$ cat src/rtl/warp_fetch_pkg.sv
// Shared types for the warp fetch stage: tuple, tag-table entry and I-cache
// request/response structs. Widths follow the default core configuration.
package warp_fetch_pkg;

  localparam int unsigned NUM_WARPS_DEF   = 4;
  localparam int unsigned NUM_THREADS_DEF = 4;
  localparam int unsigned XLEN_DEF        = 32;
  localparam int unsigned UUID_WIDTH_DEF  = 44;
  localparam int unsigned NW_WIDTH        = (NUM_WARPS_DEF > 1) ? $clog2(NUM_WARPS_DEF) : 1;

  typedef logic [NW_WIDTH-1:0]        wid_t;
  typedef logic [NUM_THREADS_DEF-1:0] tmask_t;
  typedef logic [XLEN_DEF-1:0]        pc_t;
  typedef logic [XLEN_DEF-3:0]        waddr_t;
  typedef logic [UUID_WIDTH_DEF-1:0]  uuid_t;
  typedef logic [31:0]                instr_t;

  // Joined tuple handed to decode.
  typedef struct packed {
    wid_t   wid;
    tmask_t tmask;
    pc_t    pc;
    uuid_t  uuid;
    instr_t instr;
  } fetch_data_t;

  // Per-warp parked tuple waiting for its I-cache response.
  typedef struct packed {
    tmask_t tmask;
    pc_t    pc;
    uuid_t  uuid;
  } tag_entry_t;

  typedef struct packed {
    waddr_t addr;
    wid_t   tag;
  } icache_req_t;

  typedef struct packed {
    instr_t data;
    wid_t   tag;
  } icache_rsp_t;

  // Byte PC to I-cache word address.
  function automatic waddr_t word_addr(input pc_t pc);
    return pc[XLEN_DEF-1:2];
  endfunction

endpackage

$ cat src/rtl/warp_fetch_if.sv
// Bundle of the scheduler, I-cache and decode handshakes around warp_fetch.
// The slave modport is the fetch stage's view; master is its environment.
interface warp_fetch_if;
  import warp_fetch_pkg::*;

  logic   sched_valid;
  logic   sched_ready;
  wid_t   sched_wid;
  tmask_t sched_tmask;
  pc_t    sched_pc;
  uuid_t  sched_uuid;

  logic   icache_req_valid;
  logic   icache_req_ready;
  waddr_t icache_req_addr;
  wid_t   icache_req_tag;

  logic   icache_rsp_valid;
  logic   icache_rsp_ready;
  instr_t icache_rsp_data;
  wid_t   icache_rsp_tag;

  logic   fetch_valid;
  logic   fetch_ready;
  wid_t   fetch_wid;
  tmask_t fetch_tmask;
  pc_t    fetch_pc;
  uuid_t  fetch_uuid;
  instr_t fetch_instr;

  modport slave (
    input  sched_valid, sched_wid, sched_tmask, sched_pc, sched_uuid,
    output sched_ready,
    output icache_req_valid, icache_req_addr, icache_req_tag,
    input  icache_req_ready,
    input  icache_rsp_valid, icache_rsp_data, icache_rsp_tag,
    output icache_rsp_ready,
    output fetch_valid, fetch_wid, fetch_tmask, fetch_pc, fetch_uuid, fetch_instr,
    input  fetch_ready
  );

  modport master (
    output sched_valid, sched_wid, sched_tmask, sched_pc, sched_uuid,
    input  sched_ready,
    input  icache_req_valid, icache_req_addr, icache_req_tag,
    output icache_req_ready,
    output icache_rsp_valid, icache_rsp_data, icache_rsp_tag,
    input  icache_rsp_ready,
    input  fetch_valid, fetch_wid, fetch_tmask, fetch_pc, fetch_uuid, fetch_instr,
    output fetch_ready
  );

endinterface

$ cat src/rtl/warp_fetch_elastic_skid2.sv
// Two-entry valid/ready skid buffer. in_ready comes straight from a flop,
// so no combinational ready path crosses the buffer.
module elastic_skid2 #(
  parameter int unsigned WIDTH = 8
) (
  input  logic             clk,
  input  logic             reset_n,
  input  logic             in_valid,
  output logic             in_ready,
  input  logic [WIDTH-1:0] in_data,
  output logic             out_valid,
  input  logic             out_ready,
  output logic [WIDTH-1:0] out_data
);

  logic             main_valid;
  logic             skid_valid;
  logic [WIDTH-1:0] main_data;
  logic [WIDTH-1:0] skid_data;
  logic             load_main;

  // Main register may take new data when empty or being drained.
  assign load_main = !main_valid || out_ready;
  assign in_ready  = !skid_valid;
  assign out_valid = main_valid;
  assign out_data  = main_data;

  // Occupancy flags; skid can only be full while main is full.
  always_ff @(posedge clk or negedge reset_n) begin
    if (!reset_n) begin
      main_valid <= 1'b0;
      skid_valid <= 1'b0;
    end else if (load_main) begin
      if (skid_valid) skid_valid <= 1'b0;
      else            main_valid <= in_valid;
    end else if (in_valid && !skid_valid) begin
      skid_valid <= 1'b1;
    end
  end

  // Payload registers; contents are irrelevant while the matching flag is low.
  always_ff @(posedge clk) begin
    if (load_main) begin
      main_data <= skid_valid ? skid_data : in_data;
    end else if (in_valid && !skid_valid) begin
      skid_data <= in_data;
    end
  end

endmodule

$ cat src/rtl/warp_fetch.sv
// Instruction fetch stage: issues one I-cache read per scheduled warp tuple,
// parks the tuple per warp, and joins it with the response for decode.
// The width parameters must agree with warp_fetch_pkg; MAX_PENDING is free.
module warp_fetch
  import warp_fetch_pkg::*;
#(
  parameter int unsigned NUM_WARPS   = NUM_WARPS_DEF,
  parameter int unsigned NUM_THREADS = NUM_THREADS_DEF,
  parameter int unsigned XLEN        = XLEN_DEF,
  parameter int unsigned UUID_WIDTH  = UUID_WIDTH_DEF,
  parameter int unsigned MAX_PENDING = 4
) (
  input  logic         clk,
  input  logic         reset_n,
  warp_fetch_if.slave  bus,
  output logic         busy
);

  localparam int unsigned CW = $clog2(MAX_PENDING + 1);

  logic [NUM_WARPS-1:0] pending;
  logic [NUM_WARPS-1:0] pending_next;
  logic [CW-1:0]        credits;
  logic [CW-1:0]        credits_next;
  tag_entry_t           tag_table [NUM_WARPS];

  logic        sched_fire;
  logic        rsp_fire;
  logic        req_buf_ready;
  icache_req_t req_in;
  icache_req_t req_out;
  logic        out_buf_ready;
  tag_entry_t  rsp_entry;
  fetch_data_t rsp_join;
  fetch_data_t fetch_out;

  assign bus.sched_ready = req_buf_ready && (credits != '0) && !pending[bus.sched_wid];
  assign sched_fire      = bus.sched_valid && bus.sched_ready;

  assign bus.icache_rsp_ready = out_buf_ready;
  assign rsp_fire             = bus.icache_rsp_valid && out_buf_ready;

  // Credit and pending bookkeeping; an allocation wins over a same-wid free.
  always_comb begin
    pending_next = pending;
    credits_next = credits;
    if (rsp_fire)   pending_next[bus.icache_rsp_tag] = 1'b0;
    if (sched_fire) pending_next[bus.sched_wid]      = 1'b1;
    if (sched_fire && !rsp_fire) begin
      credits_next = credits - CW'(1);
    end else if (rsp_fire && !sched_fire && credits != CW'(MAX_PENDING)) begin
      credits_next = credits + CW'(1);
    end
  end

  // Outstanding-fetch state registers.
  always_ff @(posedge clk or negedge reset_n) begin
    if (!reset_n) begin
      pending <= '0;
      credits <= CW'(MAX_PENDING);
    end else begin
      pending <= pending_next;
      credits <= credits_next;
    end
  end

  // Park the scheduled tuple; table contents need no reset.
  always_ff @(posedge clk) begin
    if (sched_fire) begin
      tag_table[bus.sched_wid] <= '{tmask: bus.sched_tmask, pc: bus.sched_pc, uuid: bus.sched_uuid};
    end
  end

  // Request path: word address tagged with the warp ID.
  assign req_in = '{addr: word_addr(bus.sched_pc), tag: bus.sched_wid};

  elastic_skid2 #(.WIDTH($bits(icache_req_t))) u_req_buf (
    .clk       (clk),
    .reset_n   (reset_n),
    .in_valid  (sched_fire),
    .in_ready  (req_buf_ready),
    .in_data   (req_in),
    .out_valid (bus.icache_req_valid),
    .out_ready (bus.icache_req_ready),
    .out_data  (req_out)
  );

  assign bus.icache_req_addr = req_out.addr;
  assign bus.icache_req_tag  = req_out.tag;

  // Response path: join the instruction word with the parked tuple.
  assign rsp_entry = tag_table[bus.icache_rsp_tag];
  assign rsp_join  = '{wid:   bus.icache_rsp_tag,
                       tmask: rsp_entry.tmask,
                       pc:    rsp_entry.pc,
                       uuid:  rsp_entry.uuid,
                       instr: bus.icache_rsp_data};

  elastic_skid2 #(.WIDTH($bits(fetch_data_t))) u_out_buf (
    .clk       (clk),
    .reset_n   (reset_n),
    .in_valid  (rsp_fire),
    .in_ready  (out_buf_ready),
    .in_data   (rsp_join),
    .out_valid (bus.fetch_valid),
    .out_ready (bus.fetch_ready),
    .out_data  (fetch_out)
  );

  assign bus.fetch_wid   = fetch_out.wid;
  assign bus.fetch_tmask = fetch_out.tmask;
  assign bus.fetch_pc    = fetch_out.pc;
  assign bus.fetch_uuid  = fetch_out.uuid;
  assign bus.fetch_instr = fetch_out.instr;

  // A valid skid slot always implies a valid main slot, so out_valid suffices.
  assign busy = (pending != '0) || bus.icache_req_valid || bus.fetch_valid;

  // Simulation checks: credit bound, spurious responses, package agreement.
  always_ff @(posedge clk) begin
    if (reset_n) begin
      assert (credits <= CW'(MAX_PENDING));
      if (bus.icache_rsp_valid) assert (pending[bus.icache_rsp_tag]);
      assert ($bits(tag_entry_t) == NUM_THREADS + XLEN + UUID_WIDTH);
    end
  end

endmodule

$ cat src/flat_wrapper.sv
// flat-port wrapper written by rule: the top's interface ports become plain ports
module warp_fetch_flat import warp_fetch_pkg::*;
#(
  parameter int unsigned NUM_WARPS   = NUM_WARPS_DEF,
  parameter int unsigned NUM_THREADS = NUM_THREADS_DEF,
  parameter int unsigned XLEN        = XLEN_DEF,
  parameter int unsigned UUID_WIDTH  = UUID_WIDTH_DEF,
  parameter int unsigned MAX_PENDING = 4
)
  (clk, reset_n, busy, bus_sched_valid, bus_sched_wid, bus_sched_tmask, bus_sched_pc, bus_sched_uuid, bus_sched_ready, bus_icache_req_valid, bus_icache_req_addr, bus_icache_req_tag, bus_icache_req_ready, bus_icache_rsp_valid, bus_icache_rsp_data, bus_icache_rsp_tag, bus_icache_rsp_ready, bus_fetch_valid, bus_fetch_wid, bus_fetch_tmask, bus_fetch_pc, bus_fetch_uuid, bus_fetch_instr, bus_fetch_ready);
  warp_fetch_if bus_i ();
  input  logic clk;
  input  logic reset_n;
  output logic busy;
  input wire logic [$bits(bus_i.sched_valid)-1:0] bus_sched_valid;
  input wire logic [$bits(bus_i.sched_wid)-1:0] bus_sched_wid;
  input wire logic [$bits(bus_i.sched_tmask)-1:0] bus_sched_tmask;
  input wire logic [$bits(bus_i.sched_pc)-1:0] bus_sched_pc;
  input wire logic [$bits(bus_i.sched_uuid)-1:0] bus_sched_uuid;
  output wire logic [$bits(bus_i.sched_ready)-1:0] bus_sched_ready;
  output wire logic [$bits(bus_i.icache_req_valid)-1:0] bus_icache_req_valid;
  output wire logic [$bits(bus_i.icache_req_addr)-1:0] bus_icache_req_addr;
  output wire logic [$bits(bus_i.icache_req_tag)-1:0] bus_icache_req_tag;
  input wire logic [$bits(bus_i.icache_req_ready)-1:0] bus_icache_req_ready;
  input wire logic [$bits(bus_i.icache_rsp_valid)-1:0] bus_icache_rsp_valid;
  input wire logic [$bits(bus_i.icache_rsp_data)-1:0] bus_icache_rsp_data;
  input wire logic [$bits(bus_i.icache_rsp_tag)-1:0] bus_icache_rsp_tag;
  output wire logic [$bits(bus_i.icache_rsp_ready)-1:0] bus_icache_rsp_ready;
  output wire logic [$bits(bus_i.fetch_valid)-1:0] bus_fetch_valid;
  output wire logic [$bits(bus_i.fetch_wid)-1:0] bus_fetch_wid;
  output wire logic [$bits(bus_i.fetch_tmask)-1:0] bus_fetch_tmask;
  output wire logic [$bits(bus_i.fetch_pc)-1:0] bus_fetch_pc;
  output wire logic [$bits(bus_i.fetch_uuid)-1:0] bus_fetch_uuid;
  output wire logic [$bits(bus_i.fetch_instr)-1:0] bus_fetch_instr;
  input wire logic [$bits(bus_i.fetch_ready)-1:0] bus_fetch_ready;
  assign bus_i.sched_valid = bus_sched_valid;
  assign bus_i.sched_wid = bus_sched_wid;
  assign bus_i.sched_tmask = bus_sched_tmask;
  assign bus_i.sched_pc = bus_sched_pc;
  assign bus_i.sched_uuid = bus_sched_uuid;
  assign bus_sched_ready = bus_i.sched_ready;
  assign bus_icache_req_valid = bus_i.icache_req_valid;
  assign bus_icache_req_addr = bus_i.icache_req_addr;
  assign bus_icache_req_tag = bus_i.icache_req_tag;
  assign bus_i.icache_req_ready = bus_icache_req_ready;
  assign bus_i.icache_rsp_valid = bus_icache_rsp_valid;
  assign bus_i.icache_rsp_data = bus_icache_rsp_data;
  assign bus_i.icache_rsp_tag = bus_icache_rsp_tag;
  assign bus_icache_rsp_ready = bus_i.icache_rsp_ready;
  assign bus_fetch_valid = bus_i.fetch_valid;
  assign bus_fetch_wid = bus_i.fetch_wid;
  assign bus_fetch_tmask = bus_i.fetch_tmask;
  assign bus_fetch_pc = bus_i.fetch_pc;
  assign bus_fetch_uuid = bus_i.fetch_uuid;
  assign bus_fetch_instr = bus_i.fetch_instr;
  assign bus_i.fetch_ready = bus_fetch_ready;
  warp_fetch #(.NUM_WARPS(NUM_WARPS), .NUM_THREADS(NUM_THREADS), .XLEN(XLEN), .UUID_WIDTH(UUID_WIDTH), .MAX_PENDING(MAX_PENDING)) u_core (.clk(clk), .reset_n(reset_n), .bus(bus_i), .busy(busy));
endmodule
$ cat config.mk
export PLATFORM = sky130hd
export DESIGN_NAME = warp_fetch_flat
export DESIGN_NICKNAME = d
export VERILOG_FILES = /design/src/rtl/warp_fetch_pkg.sv /design/src/rtl/warp_fetch_if.sv /design/src/rtl/warp_fetch_elastic_skid2.sv /design/src/rtl/warp_fetch.sv /design/src/flat_wrapper.sv
export SDC_FILE = /design/constraint.sdc
export NUM_CORES = 1
export LEC_CHECK = 0
export BUFFER_PORTS_ARGS = -buffer_cell sky130_fd_sc_hd__buf_2
export CAP_MARGIN = 20
export CORE_MARGIN = 1.5
export CORE_UTILIZATION = 38
export DETAILED_ROUTE_END_ITERATION = 16
export SLEW_MARGIN = 5
export SYNTH_ARGS = -nofsm -noshare
export SYNTH_HDL_FRONTEND = slang
export SYNTH_SLANG_ARGS = --single-unit
$ cat constraint.sdc
create_clock -name clk -period 7.9 [get_ports clk]
set_input_delay 0.395 -clock clk [delete_from_list [all_inputs] [get_ports clk]]
set_output_delay 0.395 -clock clk [all_outputs]
set_load 0.03 [all_outputs]
; Word-level counts from Yosys, hierarchy flattened
; Memories as Yosys holds them, arrays and structs flattened.
; Index checks and enable logic that the tools add are counted.
[word_totals]
output_inout_bits = 151
wordCells = 74
mem_bits_rw = 320
romBits = 0
latchBits = 0
n_memories = 1
input_bits = 122
regBits = 303
[memory_table]
columns = memory, depth, word_bits, rd, rd_clocked_by_memory_dff, write_ports, line
row1 = u_core.tag_table, 4, 80, 1, 0, 1, warp_fetch.sv:25  ; tag_entry_t tag_table [NUM_WARPS];
[op_classes]
addsub = 2
bitwise = 7
magnitude_cmp = 4
eq_ne = 1
n_mul = 0
div_mod_pow = 0
n_shift = 0
mux = 18
reduce_logical = 31
[ops]
columns = cell, n
row1 = 114-bit 2-to-1 mux, 1
row2 = 32-bit 2-to-1 mux, 1
row3 = 1-bit logical AND, 11
row4 = 1-bit 2-to-1 mux, 9
row5 = 4-bit 2-to-1 mux, 2
row6 = 2-bit AND reduction, 4
row7 = 1-bit logical NOT, 7
row8 = "2-bit by 3-bit less-than comparator with 1-bit output, second input constant", 2
row9 = 3-bit 2-to-1 mux, 2
row10 = 2-bit nonzero test, 3
row11 = 4-bit bitwise AND, 1
row12 = 1-bit demux with 2-bit select, 2
row13 = "2-bit by 1-bit greater-or-equal comparator with 1-bit output, second input constant", 2
row14 = 1-bit logical OR, 4
row15 = 1-bit inverter, 4
row16 = 4-bit inverter, 1
row17 = 4-bit bitwise OR, 1
row18 = 4-bit nonzero test, 1
row19 = "3-bit by 1-bit adder with 3-bit output, second input constant", 1
row20 = "3-bit != test, second input constant", 1
row21 = 3-bit nonzero test, 1
row22 = "3-bit by 1-bit subtractor with 3-bit output, second input constant", 1
row23 = 1-bit binary-select mux with 2-bit select, 1

; Longest topological paths before layout
[depth]
depth_word = 10
ltp_mapped = 9
depth_no_buf = 8

; Hierarchy
; Synthesis repeated with hierarchy kept, for this count alone.
[hier_totals]
hier_cells = 960
hier_area_um2 = 22974.5
[by_module_without_submodules]
columns = module, area_per_inst_um2, cells_per_inst, n_inst, seq_area_each_um2
row1 = warp_fetch, 12041.5, 483, 1, 9785.6
row2 = elastic_skid2 (u_core.u_out_buf), 8380.5, 366, 1, 6896.6
row3 = elastic_skid2 (u_core.u_req_buf), 2552.4, 111, 1, 1971.9

; Worst setup path before layout
; No wires, ideal clock.
[synth_path]
path_kind = register to register
start = register u_core.u_out_buf.main_valid, in the netlist u_core.u_out_buf.out_valid
end = register u_core.u_out_buf.skid_data[0], enable pin
setup_time_ps = 587
stages_incl_launch_ff = 3
arrival_ps = 8209
required_time_ps = 7313
path_slack_ps = -896
n_path_buf = 0
cell_sequence = dfrtp_1 nand2_1 nor2_1
[synth_between]
elab_chain_len = 4
[synth_rtl]
columns = element, line
row1 = from (decl), warp_fetch_elastic_skid2.sv:16  ; logic main_valid;
row2 = from (signal assigned), warp_fetch_elastic_skid2.sv:35  ; else main_valid <= in_valid;
row3 = 1-bit logical NOT, warp_fetch_elastic_skid2.sv:23  ; assign load_main = !main_valid || out_ready;
row4 = 1-bit logical OR, warp_fetch_elastic_skid2.sv:23
row5 = 1-bit inverter (no source line), -
row6 = 2-bit AND reduction (no source line), -
row7 = to (signal assigned), warp_fetch_elastic_skid2.sv:46  ; skid_data <= in_data;
row8 = to (decl), warp_fetch_elastic_skid2.sv:19  ; logic [WIDTH-1:0] skid_data;
; Every way passes these cells.
; A chain may end at the register's enable or synchronous reset.

; Final worst setup path
[layout_path]
start = register u_core.pending[2]
end = memory u_core.tag_table[2][28] (netlist bit), enable pin
[layout_between]
elab_chain_len = 7
[layout_rtl]
columns = element, line
row1 = from (decl), warp_fetch.sv:21  ; logic [NUM_WARPS-1:0] pending;
row2 = from (signal assigned), warp_fetch.sv:62  ; pending <= pending_next;
row3 = 1-bit binary-select mux with 2-bit select, warp_fetch.sv:37  ; assign bus.sched_ready = req_buf_ready && (credits != '0) && !pending[bus.sched_wid];
row4 = 1-bit 2-to-1 mux (implied by the code), warp_fetch.sv:37
row5 = 1-bit logical NOT, warp_fetch.sv:37
row6 = 1-bit logical AND, warp_fetch.sv:37
row7 = 1-bit logical AND, warp_fetch.sv:38  ; assign sched_fire = bus.sched_valid && bus.sched_ready;
row8 = 1-bit 2-to-1 mux, warp_fetch.sv:69  ; if (sched_fire) begin
row9 = 1-bit 2-to-1 mux (implied by the code), warp_fetch.sv:70  ; tag_table[bus.sched_wid] <= '{tmask: bus.sched_tmask, pc: bus.sched_pc, uuid: bus.sched_uuid};
row10 = to (decl), warp_fetch.sv:25
; Every way passes these cells. The select of a mux whose other input is x is not followed.

==> flow_summary.ini <==
[timing]
worst_pin_slew_ps = 1080
maxSlewViolCount = 0
hold_violations = 0
max_clock_freq_ghz = 0.269
min_period_ps = 3720
finalClockSkew_ps = 22.9
worst_slack_ps = 4180
slew-limit-headroom_pct = 27.9
setup_violations = 0
setup_tns_ps = 0
hold_slack_ps = 46.3
period_share_pct = 47.1
rsz0062_at_grt = false

[setup_path]
crit_family = simple AND/OR/NAND/NOR gates
cp-start-kind = flop
critPathKind = reg -> reg
crit_arrival_ps = 3920
cpMaxStageDelayCell = buf_4
cp-startpoint = u_core.pending[2]
crit_chain = mux2_4 > a22o_4 > nor4b_4 > nand2_1 > nor2_4 > buf_4
critPathCaptureType = flop
max_stage_delay_ps = 790
cp_num_buf_inv = 1
required_ps = 8100
timing.rr.start = u_core.pending[2]
cp_max_fo = 52

[synth]
synth-edff-count = 612
syn_area_mm2 = 0.0227
syn-num-nets = 1241
yosysWarnings = 0
yosysSeqAreaShare_pct = 82.2
yosysTopAreaCell = edfxtp_1
ys_types = 38
synthArstFlopShare_pct = 1.77
dominantRegCellSynth = edfxtp_1
yosysMostFrequentCell = edfxtp_1
ys_ff_latch = 623
syn_inst = 1118
synth_common_cells = 612 x edfxtp_1, 253 x nand2_1, 80 x mux4_2, 66 x mux2_2, 25 x clkbuf_1
synthTopCellsByArea = edfxtp_1 81%, mux4_2 7.9%, nand2_1 4.2%, mux2_2 3.3%, dfrtp_1 1.1%
synthDominantCellAreaShare_pct = 81.0
syn_avg_cell_area_um2 = 20.3

[routing]
viasPerCell = 4.82
antenna_left = 0
drc = 0
wire_per_inst_um = 20.4
drtIter0Drc = 616
first_pass_iters = 4
num_vias = 11200
wirelength_mm = 47.3

[clock_network]
cts_made_buffers = 67
ctsLongestPathBuffers = 3
clkTransAtPathRegs_ps = 60
hold_buffers = 78
cts_tree = yes
post_cts_buffers = 0
cts_sinks = 623
clock_latency_ps = 590
cts-root-buf = clkbuf_16
ctsResizeCount = 0
h-tree-depth = 3

[pwr]
max-vdd-ir-drop_uv = 192
power_density_mw_per_mm2 = 290
clock_power_share_pct = 36.4
internal_power_w = 0.00607
power.leakage_nw = 9.96
pwr-share-comb_pct = 12.5
seqPwrFrac_pct = 51.1
switching_share_pct = 24.9
power.switching_w = 0.00201

[floorplan]
fp.dieH_um = 247
pin_count = 273
row_count = 89
start_util_pct = 38.4
die_w_um = 247
core-area_mm2 = 0.0590
dieArea_mm2 = 0.0612

[cells_and_area]
drive_above_1_share_pct = 34.1
nFillCells = 4988
diodes = 0
final_nets = 1627
post-route-util_pct = 47.2
syn_to_final_growth_pct = 22.8

[placed_design]
post-place-ws_ps = 3820
hpwl_mm = 26.2
place.gp.congestion = 0.702
io_buffer_count = 272

[worst_hold_path]
hp-class = in -> reg
hold_start = bus_sched_uuid[8]

[global_route]
grt_pass1_wl_mm = 71.2
grt_pass1_vias = 11700
gr-usage-all-layers_pct = 15.7
grt_use_met3_pct = 3.82
globalRouteOverflowTotal = 0
antenna_found_initial = 3
grtUsageMet1_pct = 20.7
grt_max_degree = 71
use_met2_pct = 25.4
busiest_layer = met2

[job]
cap_violations = 0

[status]
status = completed
-- final cells by class --
type,count,area (um2),area share (%)
multi-input combinational,442,3870,13.9
clock buffer,88,1880,6.76
clock inverter,27,173,0.620
timing repair buffer,364,2280,8.17
sequential,623,18700,67.0
inverter,6,23.8,0.0853
tap,773,967,3.47
-- routing by layer --
layer | vias to the layer above | wire length, um
li1 | 5134 | -
met1 | 5730 | 20700
met2 | 264 | 23000
met3 | 64 | 2620
met4 | 4 | 884
met5 | - | 26
-- worst reg2reg max path: stages, from the launching register on --
cell,delay [ps]
dfrtp_1,390
mux2_4,290
a22o_4,270
nor4b_4,540
nand2_1,200
nor2_4,760
buf_4,800
-- state kept, by name (all words and copies together), names as in the netlist, 3 cells and up --
signal and flops:
u_core.tag_table 320, u_core.credits 3, u_core.u_out_buf.skid_data 114, u_core.pending 4, u_core.u_req_buf.skid_data 32, u_core.u_req_buf.out_data 32
u_core.u_out_buf.out_data 114
-- cells by family after synthesis --
family / after synthesis / share of synthesized area, %
compound gates: 16 / 0.529
xor+xnor: 1 / 0.0386
fa+ha+maj: 1 / 0.0882
buf+inv: 53 / 0.965
flops: 623 / 82.2
mux: 148 / 11.3
simple gates: 276 / 4.84
-- through the flow --
step	area [um2]	power [W]	instances
floorplan	22700	0.00483	1118
global placement	25000	0.00517	2129
detailed placement	25000	0.00519	2129
CTS	27800	0.00820	2322
global route	27900	0.00840	2323
finish	27900	0.00808	2323
-- path summary, 6_finish.rpt --
path                       depth (start not counted)                             to  slack [ps]
min in group asynchronous                          2     u_core.u_out_buf.out_valid         300
setup reg to reg                                   6        u_core.tag_table[2][28]        4180
setup / recovery                                   6        u_core.tag_table[2][28]        4180
hold reg to reg                                    2  u_core.u_out_buf.out_data[47]         500
max in group asynchronous                          2              u_core.credits[2]        7330
hold / removal                                     1         u_core.tag_table[3][8]          50
-- power by group through the flow --
stage | Combinational, W | Sequential [W] | Clock, W
2_1_floorplan | 0.000400 | 0.00443 | 0
3_3_place_gp | 0.000980 | 0.00419 | 0
3_5_place_dp | 0.000992 | 0.00420 | 0
4_1_cts | 0.00103 | 0.00414 | 0.00303
5_1_grt | 0.00109 | 0.00416 | 0.00315
6_report | 0.00101 | 0.00413 | 0.00294
-- cell usage in the layout, fill, tap and decap left out, types with 2 or more instances in the layout --
cell | Yosys | routed
edfxtp_1 | 612 | 612
inv_1 | 5 | 5
buf_2 | 10 | 270
clkinv_1 | 0 | 18
mux2_2 | 66 | 66
nand2_1 | 253 | 251
mux4_2 | 80 | 80
clkbuf_1 | 25 | 15
nor2_4 | 0 | 3
buf_4 | 0 | 14
o21ai_0 | 5 | 5
nand2b_1 | 3 | 3
dfrtp_1 | 10 | 8
dlygate4sd3_1 | 0 | 78
clkinv_2 | 0 | 5
o211ai_1 | 2 | 2
bufinv_16 | 0 | 2
clkbuf_16 | 0 | 73
nand3_1 | 3 | 3
nor2_1 | 9 | 6
Note: power is estimated with default switching activity, not from simulation.
